==> config.mk <==
export PLATFORM = sky130hd
export DESIGN_NAME = varredura_matriz_flat
export DESIGN_NICKNAME = d
export VERILOG_FILES = /design/src/rtl/varredura_matriz_if.sv /design/src/rtl/varredura_matriz.sv /design/src/flat_wrapper.sv
export SDC_FILE = /design/constraint.sdc
export NUM_CORES = 1
export LEC_CHECK = 0
export CORE_ASPECT_RATIO = 2
export CORE_MARGIN = 5
export CORE_UTILIZATION = 45
export CTS_CLUSTER_DIAMETER = 30
export DETAILED_ROUTE_END_ITERATION = 8
export PLACE_DENSITY = 0.65
export SETUP_SLACK_MARGIN = 0.4
export SYNTH_ARGS = -nofsm -noshare
export SYNTH_HDL_FRONTEND = slang
export SYNTH_SLANG_ARGS = --single-unit
==> constraint.sdc <==
create_clock -name clk -period 2.9 [get_ports clk]
set_input_delay 0.58 -clock clk [delete_from_list [all_inputs] [get_ports clk]]
set_output_delay 0.58 -clock clk [all_outputs]
set_load 0.02 [all_outputs]
==> src/rtl/varredura_matriz_if.sv <==
// rtl/varredura_matriz_if.sv - control/row-drive bundle for the 7-row matrix scanner
//
// Signals:
//   pausa       level, 1 freezes automatic frame advance
//   avanca      asynchronous push-button, manual frame step while paused
//   contador    current row index 0..6
//   quadros     current frame index 0..7
//   linhas      active-low one-hot row drive
//   tick_linha  one-cycle pulse in the first cycle of each new row
// Modports: master drives pausa/avanca and observes the rest; slave is the scanner.
interface varredura_matriz_if;
    logic       pausa;
    logic       avanca;
    logic [2:0] contador;
    logic [2:0] quadros;
    logic [6:0] linhas;
    logic       tick_linha;

    modport master (
        output pausa, avanca,
        input  contador, quadros, linhas, tick_linha
    );

    modport slave (
        input  pausa, avanca,
        output contador, quadros, linhas, tick_linha
    );
endinterface

==> src/rtl/varredura_matriz.sv <==
// rtl/varredura_matriz.sv - 7-row LED matrix scanner with auto/manual frame sequencing
//
// Ports:
//   clk    system clock, all state on rising edge
//   rst_n  asynchronous active-low reset
//   bus    varredura_matriz_if.slave (pausa, avanca in; contador, quadros, linhas, tick_linha out)
// Parameters:
//   DIV              clock cycles per row period (2..2^20)
//   SCANS_PER_FRAME  full 7-row scans per frame in auto mode (1..256)
// Build option:
//   VARREDURA_BLANKING_EN  when defined, linhas is blanked (7'h7F) for the cycle
//                          tick_linha is high, then shows the new row.
module varredura_matriz #(
    parameter int DIV             = 50000,
    parameter int SCANS_PER_FRAME = 64
) (
    input  logic              clk,
    input  logic              rst_n,
    varredura_matriz_if.slave bus
);
    localparam int PW = (DIV > 2) ? $clog2(DIV) : 1;
    localparam int SW = $clog2(SCANS_PER_FRAME + 1);
    localparam logic [PW-1:0] PRE_LAST = PW'(DIV - 1);
    localparam logic [SW-1:0] SCAN_TOP = SW'(SCANS_PER_FRAME);

    logic [PW-1:0] prescaler;
    logic [2:0]    contador_q;
    logic [2:0]    quadros_q;
    logic [6:0]    linhas_q;
    logic          tick_q;
    logic [SW-1:0] scans;
    logic          sync1;
    logic          sync2;
    logic          edge_q;

    logic          row_tick;
    logic          scan_wrap;
    logic          step;
    logic [2:0]    contador_next;
    logic [SW-1:0] scans_inc;

    function automatic logic [6:0] row_drive(input logic [2:0] r);
        return ~(7'b1 << r);
    endfunction

    always_comb begin
        row_tick      = (prescaler == PRE_LAST);
        scan_wrap     = row_tick && (contador_q == 3'd6);
        // sync2 is the synchronized level, edge_q its previous value
        step          = sync2 & ~edge_q;
        contador_next = (contador_q == 3'd6) ? 3'd0 : contador_q + 3'd1;
        scans_inc     = scans + 1'b1;
    end

    always_ff @(posedge clk or negedge rst_n) begin
        if (!rst_n) begin
            prescaler  <= '0;
            contador_q <= 3'd0;
            quadros_q  <= 3'd0;
            linhas_q   <= 7'h7E;
            tick_q     <= 1'b0;
            scans      <= '0;
            sync1      <= 1'b0;
            sync2      <= 1'b0;
            edge_q     <= 1'b0;
        end else begin
            sync1  <= bus.avanca;
            sync2  <= sync1;
            edge_q <= sync2;
            tick_q <= row_tick;

            if (row_tick) begin
                prescaler  <= '0;
                contador_q <= contador_next;
            end else begin
                prescaler <= prescaler + 1'b1;
            end

`ifdef VARREDURA_BLANKING_EN
            // Blank on the tick edge, then decode the already-updated row.
            if (row_tick) begin
                linhas_q <= 7'h7F;
            end else begin
                linhas_q <= row_drive(contador_q);
            end
`else
            if (row_tick) begin
                linhas_q <= row_drive(contador_next);
            end
`endif

            // Paused: scan count parked at 0 so auto mode restarts a full frame
            // on resume; manual steps win over any coinciding scan wrap.
            if (bus.pausa) begin
                scans <= '0;
                if (step) begin
                    quadros_q <= quadros_q + 3'd1;
                end
            end else if (scan_wrap) begin
                if (scans_inc == SCAN_TOP) begin
                    scans     <= '0;
                    quadros_q <= quadros_q + 3'd1;
                end else begin
                    scans <= scans_inc;
                end
            end
        end
    end

    assign bus.contador   = contador_q;
    assign bus.quadros    = quadros_q;
    assign bus.linhas     = linhas_q;
    assign bus.tick_linha = tick_q;
endmodule
==> src/flat_wrapper.sv <==
// flat-port wrapper written by rule: the top's interface ports become plain ports
module varredura_matriz_flat 
#(
    parameter int DIV             = 50000,
    parameter int SCANS_PER_FRAME = 64
)
  (clk, rst_n, bus_pausa, bus_avanca, bus_contador, bus_quadros, bus_linhas, bus_tick_linha);
  varredura_matriz_if bus_i ();
  input  logic clk;
  input  logic rst_n;
  input wire logic [$bits(bus_i.pausa)-1:0] bus_pausa;
  input wire logic [$bits(bus_i.avanca)-1:0] bus_avanca;
  output wire logic [$bits(bus_i.contador)-1:0] bus_contador;
  output wire logic [$bits(bus_i.quadros)-1:0] bus_quadros;
  output wire logic [$bits(bus_i.linhas)-1:0] bus_linhas;
  output wire logic [$bits(bus_i.tick_linha)-1:0] bus_tick_linha;
  assign bus_i.pausa = bus_pausa;
  assign bus_i.avanca = bus_avanca;
  assign bus_contador = bus_i.contador;
  assign bus_quadros = bus_i.quadros;
  assign bus_linhas = bus_i.linhas;
  assign bus_tick_linha = bus_i.tick_linha;
  varredura_matriz #(.DIV(DIV), .SCANS_PER_FRAME(SCANS_PER_FRAME)) u_core (.clk(clk), .rst_n(rst_n), .bus(bus_i));
endmodule
==> summary.md <==
| Metric | Value |
|---|---|
| Commonest non-fill, non-tap cell in the layout | `dfrtp_1` |
| Longest Clk Path Bufs | `2` |
| Total core area | `4050 sq um` |
| Detailed-route wire length per cell | `14.5 um` |
| Yosys warnings | `0` |
| Port bufs | `17` |
| CTS tree | `done` |
| Pin count of the biggest net entering global routing | `41` |
| Worst Clk Skew | `0.0119 ns` |
| Die height | `101 um` |
| Vias per inst | `5.34` |
| Register bit total from synthesis | `40` |
| Max stage delay on crit path | `0.40 ns` |
| Mux contribution to synthesized area | `1.95%` |
| Die area | `5610 sq um` |
| Hold Buf Count CTS | `0` |
| Flop2flop setup slack | `0.68 ns` |
| Placed cells | `245` |
| Startpoint Class | `flip-flop` |
| # rows | `33` |
| Reg2reg end | `u_core.bus.quadros[1]$_DFFE_PN0P_` |
| Syn Std Cell Area | `1860 sq um` |
| Peak Freq | `450 MHz` |
| CTS root buffer | `clkbuf_8` |
| Largest family of logic cells by synthesized area | `simple AND/OR/NAND/NOR gates` |
| Min-delay src | `u_core.sync1$_DFF_PN0_` |
| CTS clk-pin slew, worst paths | `0.08 ns` |
| N_diodes | `0` |
| # resized after CTS | `0` |
| WP data arrival | `2.41 ns` |
| Crit Path Max Fanout | `23` |
| Synth Area in Compound Gates | `8.86%` |
| GR Layer Usage met2 | `28.8%` |
| Max cap viols | `0` |
| Hold crit path type | `reg2reg` |
| Fin nets | `207` |
| Horizontal die dimension | `55.5 um` |
| Met3 usage | `3.46%` |
| Hold depth | `0` |
| Setup CP Type | `reg2reg` |
| CP cell instances | `ha_1 -> and3_1 -> nand4_1 -> inv_2 -> nand3_4 -> o31a_1 -> mux2_4` |
| Setup crit end kind | `flip-flop` |
| GRT overflow | `0` |
| DRT iter0 DRCs | `21` |
| Most frequent cells in the layout | `dfrtp_1 (34), nor2_1 (29), nand2_1 (18), clkdlybuf4s50_1 (16), xnor2_1 (10)` |
| Top Usage Layer GRT | `met2` |
| Routed via count | `1351` |
| Avg Cell Area, Syn | `10.4 sq um` |
| Post-synth top area cell | `dfrtp_1` |
| Initial antenna violation count | `0` |
| Post-synthesis adder-cell area fraction | `2.01%` |
| Final period utilization | `76.6%` |
| GP Congestion | `0.751` |
| Initial core utilization | `46.1%` |
| Synth Area in XOR/XNOR | `8.93%` |
| Gr usage total | `15.0%` |
| Met1 Usage GRT | `14.2%` |
| Io pins | `18` |
| Top cells by area, synth | `dfrtp_1 (46%), dfstp_2 (8.5%), nor2_1 (5.8%)` |
| Status | `complete, no violations` |
| Skew-Pair Late Insertion Delay | `0.29 ns` |
| Reg2Reg Depth | `7` |
| Vias in the first global route | `1472` |
| Cell family with most CP delay | `simple AND/OR/NAND/NOR gates` |
| Final setup viols | `0` |
| Placed wire-length estimate | `2.74 mm` |
| Setup TNS | `0 ns` |
| Drt drc | `0` |
| Crit path buf inv count | `1` |
| Simple logic cell fraction of the synthesized area | `21.9%` |
| Total iterations of the first detailed-routing run | `4` |
| H-tree levels | `2` |
| Critical Path RT | `3.08 ns` |
| Post-CTS Setup Repair Bufs | `0` |
| Synth-to-Final Area Change | `16.1%` |
| Worst-Margin Slew | `0.866 ns` |
| Rel. slew slack | `42.3%` |
| WHS Endpoint | `u_core.sync2$_DFF_PN0_` |
| Core Util, Final | `53.5%` |
| Post-DRT Antenna Nets | `0` |
| First-pass GRT wire length | `6.61 mm` |
| Unrepaired setup endpoints after global routing | `false` |
| Synth top area share | `45.6%` |
| Synthesized Nets | `187` |
| Register area share after synthesis | `54.1%` |
| Pwr/cell area | `497 nW/um^2` |
| Share of cells above drive strength 1 | `10.9%` |
| Final Hold Viols | `0` |
| Clk sinks | `40` |
| Synth unique cells | `43` |
| Non-filler instance count after layout | `253` |
| Crit path time final | `2.22 ns` |
| Worst r2r src | `u_core.prescaler[0]$_DFF_PN0_` |
| Final wirelength | `3.67 mm` |
| Max Slew Vio Count | `0` |
| Post-synthesis cell count | `180` |
| Max rail drop VDD | `0.000341 V` |
| Slowest stage cell, crit path | `dfrtp_1` |
| CTS Buf Count | `5` |
| LEAKAGE | `0.936 nW` |
synth_stat cells:
cell type,number
a21oi_1,4
clkbuf_1,5
ha_1,3
and2_1,1
and3_1,2
o221ai_1,1
or4_1,1
nor4b_1,1
a41oi_1,1
or2_2,1
nand2_1,18
nand3_4,1
a2111oi_2,1
o2111a_1,1
or3_1,2
nand4_1,5
a31oi_1,5
nor4_2,1
o211ai_1,1
xor2_1,9
and4b_1,1
a21o_1,1
nand3b_1,1
nor2_1,29
nor3_1,3
o21ai_0,4
xnor2_1,10
o22a_1,1
nor3b_1,1
inv_2,2
and4bb_1,1
o31a_1,1
o311ai_1,1
nand3_1,8
dfrtp_1,34
nor4_1,2
mux2_4,1
o2111ai_1,1
mux2i_1,1
mux2_2,1
dfstp_2,6
nor2b_1,2
inv_1,4
how the worst max path moves through the flow:
stage	to	slack (ns)	startpoint	depth (start not counted)
2_1_floorplan	u_core.bus.quadros[1]$_DFFE_PN0P_	1.02	u_core.prescaler[0]$_DFF_PN0_	7
3_3_place_gp	u_core.bus.quadros[1]$_DFFE_PN0P_	0.76	u_core.prescaler[0]$_DFF_PN0_	7
3_5_place_dp	u_core.bus.quadros[1]$_DFFE_PN0P_	0.67	u_core.prescaler[0]$_DFF_PN0_	7
4_1_cts	u_core.bus.quadros[1]$_DFFE_PN0P_	0.65	u_core.prescaler[0]$_DFF_PN0_	7
5_1_grt	u_core.bus.quadros[1]$_DFFE_PN0P_	0.48	u_core.prescaler[0]$_DFF_PN0_	7
6_report	u_core.bus.quadros[1]$_DFFE_PN0P_	0.68	u_core.prescaler[0]$_DFF_PN0_	7
cell families after synthesis:
kind of cell               after synthesis
buffers and inverters                   11
and+or+nand+nor                         81
muxes                                    3
AOI/OAI and AO/OA                       23
adders and majority gates                3
DFF                                     40
xor gates and xnor gates                19
sequential cells by signal (all words and copies together) (netlist names), 3 cells and up:
signal               cells
u_core.prescaler        16
u_core.bus.quadros       3
u_core.bus.linhas        7
u_core.bus.contador      3
u_core.scans             7
final cells by class:
class / count / area (sq um)
clock buffers: 7 / 76.3
clock inverters: 1 / 5.00
fillers: 400 / 1880
inverters: 6 / 22.5
multi-input cells: 129 / 815
flip-flops and latches: 40 / 1010
well taps: 52 / 65.1
repair buffers: 18 / 173
stage by stage:
step                power (mW)  worst slack [ns]  area (sq um)  hold slack (ns)
finish                    1.08             0.677          2160            0.358
global route              1.13             0.479          2160            0.370
CTS                       1.10             0.653          2160            0.364
detailed placement       0.737             0.670          2080            0.348
global placement         0.727             0.757          2080            0.338
floorplan                0.672              1.02          1860            0.284
routing by layer:
layer / wire (um) / share of wire, % / up-vias
li1: - / - / 665
met2: 2180 / 59 / 13
met5: 0 / 0 / -
met1: 1330 / 36 / 665
met4: 87 / 2.4 / 0
met3: 78 / 2.1 / 8
where the power goes:
part	switching, mW	internal [mW]
logic	0.0635	0.0624
clock network	0.184	0.169
registers	0.0191	0.577
total	0.266	0.809
Power figures use the tool's default switching activity.
